==> config.mk <==
export PLATFORM = sky130hd
export DESIGN_NAME = pong_menu_ctrl
export DESIGN_NICKNAME = d
export VERILOG_FILES = /design/src/rtl/pong_menu_pkg.sv /design/src/rtl/menu_text_addr.sv /design/src/rtl/pong_menu_ctrl.sv
export SDC_FILE = /design/constraint.sdc
export NUM_CORES = 1
export LEC_CHECK = 0
export ABC_AREA = 0
export BUFFER_PORTS_ARGS = -buffer_cell sky130_fd_sc_hd__buf_2
export CAP_MARGIN = 30
export CORE_ASPECT_RATIO = 0.8
export CORE_MARGIN = 2
export CORE_UTILIZATION = 35
export CTS_CLUSTER_SIZE = 25
export DETAILED_ROUTE_END_ITERATION = 12
export SLEW_MARGIN = 0
export SYNTH_ARGS = -nofsm -noshare
export SYNTH_HDL_FRONTEND = slang
export SYNTH_SLANG_ARGS = --single-unit
==> constraint.sdc <==
create_clock -name clk -period 3.69 [get_ports clk]
set_input_delay 0.1845 -clock clk [delete_from_list [all_inputs] [get_ports clk]]
set_output_delay 0.1845 -clock clk [all_outputs]
set_load 0.05 [all_outputs]
==> src/rtl/pong_menu_pkg.sv <==
// Shared types and text-geometry constants for the Pong menu controller.
package pong_menu_pkg;

  typedef enum logic [1:0] {
    ST_MENU = 2'd0,
    ST_PLAY = 2'd1,
    ST_OVER = 2'd2
  } state_t;

  localparam int unsigned GLYPH_W   = 8;
  localparam int unsigned GLYPH_H   = 16;
  localparam int unsigned TEXT_COLS = 16;
  localparam int unsigned TEXT_ROWS = 2;

  localparam int unsigned WIN_W = GLYPH_W * TEXT_COLS;
  localparam int unsigned WIN_H = GLYPH_H * TEXT_ROWS;

endpackage

==> src/rtl/menu_text_addr.sv <==
// Maps the scan position onto the 16x2 text window and registers the
// character-ROM address, glyph row/column and text_on one cycle later.
module menu_text_addr #(
  parameter int unsigned TEXT_X0 = 256,
  parameter int unsigned TEXT_Y0 = 208
) (
  input  logic       clk,
  input  logic       reset,
  input  logic [9:0] pixel_x,
  input  logic [9:0] pixel_y,
  input  logic       video_on,
  input  logic       show,
  output logic [7:0] char_xy,
  output logic [3:0] row_addr,
  output logic [2:0] bit_addr,
  output logic       text_on
);
  import pong_menu_pkg::*;

  localparam logic [9:0] X0 = 10'(TEXT_X0);
  localparam logic [9:0] Y0 = 10'(TEXT_Y0);

  logic [9:0] dx;
  logic [9:0] dy;
  logic       in_win;

  // The >= test guards against the subtraction wrapping below the origin.
  always_comb begin
    dx     = pixel_x - X0;
    dy     = pixel_y - Y0;
    in_win = (pixel_x >= X0) && (dx < 10'(WIN_W)) &&
             (pixel_y >= Y0) && (dy < 10'(WIN_H));
  end

  always_ff @(posedge clk) begin
    if (reset) begin
      char_xy  <= '0;
      row_addr <= '0;
      bit_addr <= '0;
      text_on  <= 1'b0;
    end else begin
      if (in_win) begin
        char_xy  <= {3'b000, dy[4], dx[6:3]};
        row_addr <= dy[3:0];
        bit_addr <= dx[2:0];
      end else begin
        char_xy  <= '0;
        row_addr <= '0;
        bit_addr <= '0;
      end
      text_on <= in_win && video_on && show;
    end
  end

endmodule

==> src/rtl/pong_menu_ctrl.sv <==
// Pong menu/game-state controller: MENU -> PLAY -> OVER -> MENU with difficulty select.
// Define PONG_DIFF_PERSIST_EN to keep the chosen difficulty across games.
module pong_menu_ctrl #(
  parameter int unsigned TEXT_X0     = 256,
  parameter int unsigned TEXT_Y0     = 208,
  parameter int unsigned OVER_FRAMES = 120
) (
  input  logic       clk,
  input  logic       reset,
  input  logic       btn_up,
  input  logic       btn_down,
  input  logic       btn_sel,
  input  logic       game_over,
  input  logic       frame_tick,
  input  logic [9:0] pixel_x,
  input  logic [9:0] pixel_y,
  input  logic       video_on,
  output logic [7:0] char_xy,
  output logic [3:0] row_addr,
  output logic [2:0] bit_addr,
  output logic       text_on,
  output logic       difficulty,
  output logic       game_start,
  output logic       menu_active
);
  import pong_menu_pkg::*;

  localparam int unsigned     CNT_W = $clog2(OVER_FRAMES + 1);
  localparam logic [CNT_W-1:0] LAST = CNT_W'(OVER_FRAMES - 1);

  state_t           state;
  state_t           state_next;
  logic             difficulty_next;
  logic             start_next;
  logic [CNT_W-1:0] frames;
  logic [CNT_W-1:0] frames_next;

  always_ff @(posedge clk) begin
    if (reset) begin
      state      <= ST_MENU;
      difficulty <= 1'b0;
      frames     <= '0;
      game_start <= 1'b0;
    end else begin
      state      <= state_next;
      difficulty <= difficulty_next;
      frames     <= frames_next;
      game_start <= start_next;
    end
  end

  always_comb begin
    state_next      = state;
    difficulty_next = difficulty;
    frames_next     = frames;
    start_next      = 1'b0;
    case (state)
      ST_MENU: begin
        // Select wins over a simultaneous up/down; up+down together cancel.
        if (btn_sel) begin
          state_next = ST_PLAY;
          start_next = 1'b1;
        end else if (btn_up != btn_down) begin
          difficulty_next = btn_up;
        end
      end
      ST_PLAY: begin
        if (game_over) begin
          state_next  = ST_OVER;
          frames_next = '0;
        end
      end
      ST_OVER: begin
        if (frame_tick) frames_next = frames + CNT_W'(1);
        if (btn_sel || (frame_tick && frames == LAST)) begin
          state_next = ST_MENU;
`ifndef PONG_DIFF_PERSIST_EN
          difficulty_next = 1'b0;
`endif
        end
      end
      default: state_next = ST_MENU;
    endcase
  end

  assign menu_active = (state == ST_MENU);

  menu_text_addr #(
    .TEXT_X0(TEXT_X0),
    .TEXT_Y0(TEXT_Y0)
  ) u_text_addr (
    .clk      (clk),
    .reset    (reset),
    .pixel_x  (pixel_x),
    .pixel_y  (pixel_y),
    .video_on (video_on),
    .show     (state != ST_PLAY),
    .char_xy  (char_xy),
    .row_addr (row_addr),
    .bit_addr (bit_addr),
    .text_on  (text_on)
  );

endmodule

==> results of run 1 <==
registers in the layout, summed over array words and instances (netlist names):
signal                cells
u_text_addr.char_xy       5
frames                    7
u_text_addr.row_addr      4
u_text_addr.bit_addr      3
u_text_addr.text_on       1
state                     2
difficulty                1
game_start                1
cells by family after synthesis:
group,after synthesis,synth area share
flip-flops,24,0.450
buffers and inverters,14,0.0774
AO/OA/AOI/OAI,18,0.120
AND/OR/NAND/NOR,47,0.283
other,1,0.00351
multiplexers,2,0.0188
adder cells (fa/ha/maj),2,0.0234
XOR/XNOR,3,0.0246
power by group through the flow:
stage	Sequential, W	Clock [W]	Combinational [W]
floorplan	0.000276	0	0.0000435
global placement	0.000274	0	0.0000643
detailed placement	0.000274	0	0.0000656
CTS	0.000268	0.000233	0.0000660
global route	0.000268	0.000243	0.0000733
finish	0.000268	0.000226	0.0000671
cell usage in the layout, fill, tap and decap left out, drive strengths merged, types with 2 or more instances in the layout:
master  instances
nand3           4
buf            44
conb            3
a21oi           6
o31ai           2
nand4b          2
dfxtp          24
o21ai           3
xor2            2
nor2            6
o21bai          2
ha              2
nand2           6
clkbuf          3
nor3b          13
nor3            5
mux2i           2
nand3b          4
inv             7
final timing paths:
kind	cells past startpoint	to	start
hold reg to reg	2	frames[5]	frames[5]
hold / removal	2	u_text_addr.char_xy[4]	pixel_y[4]
setup reg to reg	3	frames[5]	state[1]
setup / recovery	3	frames[5]	state[1]
worst register-to-register path, stage by stage, from the launching register on:
cell,delay (ns)
sky130_fd_sc_hd__dfxtp_1,0.44
sky130_fd_sc_hd__nand3b_2,0.38
sky130_fd_sc_hd__a2111oi_2,0.48
sky130_fd_sc_hd__mux2i_1,0.21
metrics by stage:
step	worst slack (ns)	total power, W	cells	instance area (sq um)
after global routing	1.97	0.000585	192	1360
final	2.11	0.000561	192	1360
after floorplan	2.33	0.000319	113	1070
after global placement	2.00	0.000338	187	1280
after CTS	2.10	0.000567	191	1350
after detailed placement	1.90	0.000340	187	1280
routing by layer:
| layer | vias up | track usage | part of all wire |
|---|---|---|---|
| met2 | 36 | 0.232 | 0.44 |
| met1 | 427 | 0.159 | 0.46 |
| li1 | 474 | - | - |
| met4 | 0 | 0.0486 | 0.0062 |
| met5 | - | 0 | 0 |
| met3 | 2 | 0.0574 | 0.096 |
final cells by class:
class                           count  area [sq um]
Inverter                            7          26.3
Fill cell                         259          1470
Tap cell                           38          47.5
Multi-Input combinational cell     75           512
Sequential cell                    24           480
Clock buffer                        3          41.3
Timing Repair Buffer               44           223
Clock inverter                      1          30.0
==> run metrics, run 1 <==
DR pass1 iterations 4; crit path launch type flop; Final Hold Vio Count 0; number of global-route vias before repair 845; distinct cell type count of the synthesized netlist 35; post-synth top area share 0.450; clock insertion delay at the later pin of the skew report 0.26 ns; count of max-cap constraint violations 0; Avg Vias per Cell 4.89; CTS HTree Levels 1; CP delay by family, top compound AO/OA/AOI/OAI gates; cells traversed along the worst timing path nand3b_2 -> a2111oi_2 -> mux2i_1; Sw Pwr 0.000127 W; post-route clock period utilization 0.427; average cell area after synthesis 9.62 sq um; number of antenna violations at the first check in global routing 0; library cell with the highest instance count after synthesis sky130_fd_sc_hd__dfxtp_1; global routing usage summed across all routing layers 0.139; clk_skew 0.00535 ns; critical path fanouts, max 11; Core Rows 17; number of routed nets with antenna violations 0; half-perimeter wire length after detailed placement 1680 um; kind of critical path reg2reg; Max clock buf depth 2; signed area change from the synthesized netlist to the final layout 27.4%; Hold WC Path Type in2reg; number of CTS-inserted buffers 3; combinational group share of total power 0.120; first-iteration detailed-routing DRC count 13; clock transition at the register clock pins on the worst setup and hold paths after CTS 0.08 ns; static leakage 0.590 nW; Final Routed Wirelength 2240 um; TritonCTS clock tree built; Resized cells post-CTS 0; combined buffer and inverter count along the critical path 0; number of warnings reported in the yosys synthesis log 0; Synth area leaders sky130_fd_sc_hd__dfxtp_1 (45%), sky130_fd_sc_hd__nor3b_1 (9.1%), sky130_fd_sc_hd__a21oi_1 (2.8%); Cell Pwr Density 412 nW/um^2; Die ar. 3510 sq um; main flop type after synthesis sky130_fd_sc_hd__dfxtp_1; Max Fclk 635 MHz; cells after synthesis 111; outcome complete, no violations; kind of capture point of the worst setup path flop; Post-Route Utilization 0.481; Total Negative Setup Slacks 0 ns; final count of negative-setup-slack endpoints 0; cell taking the most area after synthesis sky130_fd_sc_hd__dfxtp_1; number of flops mapped to enable cells by yosys 0; worst vdd ir 0.323 mV; Hold Worst Slack 0.124 ns; Post-route DRC 0; Final Max Slew Viols 0; buffer type at the clock tree root sky130_fd_sc_hd__clkbuf_8; via count 939; clock network power share 0.403; antenna diode instance count 0; Initial Util 0.377; Wirelength per Cell 11.7 um; flip-flop and latch count after synthesis 24; proportion of synthesized flip-flops having asynchronous set or reset 0; crit-path max cell delay 0.48 ns; width of the chip 65.7 um; I/O Pins 47; setup slack of the worst register-to-register path 2.11 ns; share of layout cells above drive strength 1 0.331; Critical Path RT 3.89 ns; sequential power share 0.477; CP max stage cell sky130_fd_sc_hd__a2111oi_2; setup repair bufs after CTS 0; Routability Congestion 0.734; pin count of the biggest net entering global routing 15; GRT overflow 0; Internal Pwr Total 0.000433 W; post-synthesis instance area 1070 sq um; number of buffers inserted by port buffering 43; TritonCTS Sinks 24; share of total power consumed by net switching 0.227; worst endpoint data arrival time 1.78 ns; sequential share of the synthesized area 0.450; Floorplan Core Area 2830 sq um; leading post-synthesis cells by instance count sky130_fd_sc_hd__dfxtp_1 (24), sky130_fd_sc_hd__nor3b_1 (13), sky130_fd_sc_hd__inv_1 (7); quantity of hold-fixing buffers added after cts 0; count of nets after finishing 185; Die Y-Extent 53.4 um; minimum clock period 1.58 ns; global-route wire length before repair 3580 um; RSZ-0062 raised after global routing no
(Power assumes the default switching activity.)
==> run 2: changes to the inputs <==
==> constraint.sdc (replaced) <==
create_clock -name clk -period 1.5 [get_ports clk]
set_input_delay 0.075 -clock clk [delete_from_list [all_inputs] [get_ports clk]]
set_output_delay 0.075 -clock clk [all_outputs]
set_load 0.05 [all_outputs]
==> run 2 against run 1 <==
Net effect: sequential power grew 140%; largest power group unchanged; register-to-register slack lost 1.9 ns; total power grew 110%; global-route usage grew 0.77 points.
==> run metrics, run 2 (synthesized netlist as in run 1, its figures left out) <==
static leakage 0.601 nW (+1.7%); Floorplan Core Area 2830 sq um (unchanged); quantity of hold-fixing buffers added after cts 0 (unchanged); Critical Path RT 1.70 ns (-2.19 ns); global-route wire length before repair 3770 um (+5.4%); Resized cells post-CTS 0 (unchanged); count of max-cap constraint violations 0 (unchanged); TritonCTS clock tree built; number of routed nets with antenna violations 0 (unchanged); Max clock buf depth 2 (unchanged); Post-Place Cells 193 (+3.2%); Avg Vias per Cell 4.90 (+0.15%); I/O Pins 47 (unchanged); final count of negative-setup-slack endpoints 0 (unchanged); crit path capture frames[6]; RSZ-0062 raised after global routing no; Hold Worst Slack 0.0215 ns (-0.102 ns); GRT overflow 0 (unchanged); kind of critical path reg2reg; Reg2Reg Capture Point frames[6]; Detail Route met3 WL 223 um (+3.7%); Max Fclk 754 MHz (+19%); Wirelength per Cell 11.8 um (+0.88%); largest reg by FF count frames; worst vdd ir 0.568 mV (+76%); placement-stage cell area 1330 sq um (+3.5%); Hold WC Path Type in2reg; outcome complete, no violations; count of nets after finishing 190 (+2.7%); number of antenna violations at the first check in global routing 0 (unchanged); Final Instance Area 1370 sq um (+0.55%); DR pass1 iterations 4 (unchanged); clock insertion delay at the later pin of the skew report 0.26 ns (about the same); start point of the critical path state[1]; antenna diode instance count 0 (unchanged); flip-flop count of the largest register, all copies and words added 7 (unchanged); setup repair bufs after CTS 0 (unchanged); routed length on met2 1050 um (+5.8%); TritonCTS Sinks 24 (unchanged); buffer type at the clock tree root sky130_fd_sc_hd__clkbuf_8; Final Routed Wirelength 2310 um (+3.0%); crit path launch type flop; post-route clock period utilization 0.884 (+0.457); critical path fanouts, max 6 (-5); half-perimeter wire length after detailed placement 1820 um (+8.3%); detailed-route wire length on metal 1 999 um (-2.6%); kind of capture point of the worst setup path flop; top routing layer used met4; pin count of the biggest net entering global routing 14 (-1); signed area change from the synthesized netlist to the final layout 28.1%; number of global-route vias before repair 910 (+7.7%); Final Hold Vio Count 0 (unchanged); clock transition at the register clock pins on the worst setup and hold paths after CTS 0.08 ns (about the same); count of placed standard cells in the final layout, fillers left out 196 (+2.1%); clk_skew 0.00458 ns (-0.000771 ns); share of layout cells above drive strength 1 0.348 (+0.0169); setup slack of the worst register-to-register path 0.17 ns (-1.94 ns); launch instance of the worst min-delay path pixel_y[4]; Die ar. 3510 sq um (unchanged); Initial Util 0.377 (unchanged); R2R depth 3 (unchanged); top library cells by usage in the layout, fill and taps aside sky130_fd_sc_hd__buf_2 (43), sky130_fd_sc_hd__dfxtp_1 (24), sky130_fd_sc_hd__nor3b_1 (13); Final Max Slew Viols 0 (unchanged); most frequent standard cell in the layout excluding fill and tap cells sky130_fd_sc_hd__buf_2; width of the chip 65.7 um (unchanged); Core Rows 17 (unchanged); number of buffers inserted by port buffering 43 (unchanged); via count 960 (+2.2%); Routability Congestion 0.773 (+5.3%); global routing usage summed across all routing layers 0.146 (+0.00771); first-iteration detailed-routing DRC count 17 (+4); Cell Pwr Density 878 nW/um^2 (+110%); Die Y-Extent 53.4 um (unchanged); Post-route DRC 0 (unchanged); CTS HTree Levels 1 (unchanged); number of CTS-inserted buffers 3 (unchanged); registers with the most flip-flops frames (7), u_text_addr.char_xy (5), u_text_addr.row_addr (4); minimum clock period 1.33 ns (-0.249 ns); launch instance of the worst register-to-register path state[1]; worst endpoint data arrival time 1.53 ns (-0.25 ns)
==> run 2: worst min path at each step <==
stage	endpoint	slack, ns	cells past startpoint
after global placement	u_text_addr.char_xy[4]	0.29	2
after global routing	u_text_addr.char_xy[4]	0.02	2
after detailed placement	u_text_addr.char_xy[4]	0.29	2
after floorplan	state[1]	0.14	1
after CTS	u_text_addr.char_xy[4]	0.008	2
final	u_text_addr.char_xy[4]	0.02	2
==> run 2: power by group <==
group | internal (W) | total (W) | switching, W
clock network | 0.000179 | 0.000369 | 0.000189
logic | 0.0000709 | 0.000179 | 0.000108
registers | 0.000645 | 0.000654 | 0.00000820
total | 0.000896 | 0.00120 | 0.000305
==> run 2: final cells by class <==
cell class	count	area, sq um
Sequential cell	24	480
Clock buffer	3	41.3
Tap cell	38	47.5
Fill cell	264	1460
Timing Repair Buffer	49	260
Inverter	7	26.3
Multi-Input combinational cell	75	512
==> run 2: worst max-delay path, stage by stage (launching register included) <==
cell and delay, ns:
sky130_fd_sc_hd__dfxtp_1 0.47, sky130_fd_sc_hd__nand3b_4 0.15, sky130_fd_sc_hd__or4_1 0.51, sky130_fd_sc_hd__a21oi_1 0.14
==> run 2: layer usage <==
layer,track usage,vias up
met1,0.155,430
met4,0.0729,0
met3,0.0638,7
met2,0.249,36
li1,-,487
met5,0,-
==> run 2: stage by stage <==
stage | utilization | setup WS [ns] | setup TNS (ns) | power [W]
6_report | 0.483 | 0.174 | 0 | 0.00120
5_1_grt | 0.483 | 0.0548 | 0 | 0.00125
4_1_cts | 0.483 | 0.155 | 0 | 0.00122
3_5_place_dp | 0.469 | -0.0741 | -0.411 | 0.000847
3_3_place_gp | 0.469 | 0.0321 | 0 | 0.000843
2_1_floorplan | - | 0.219 | 0 | 0.000786
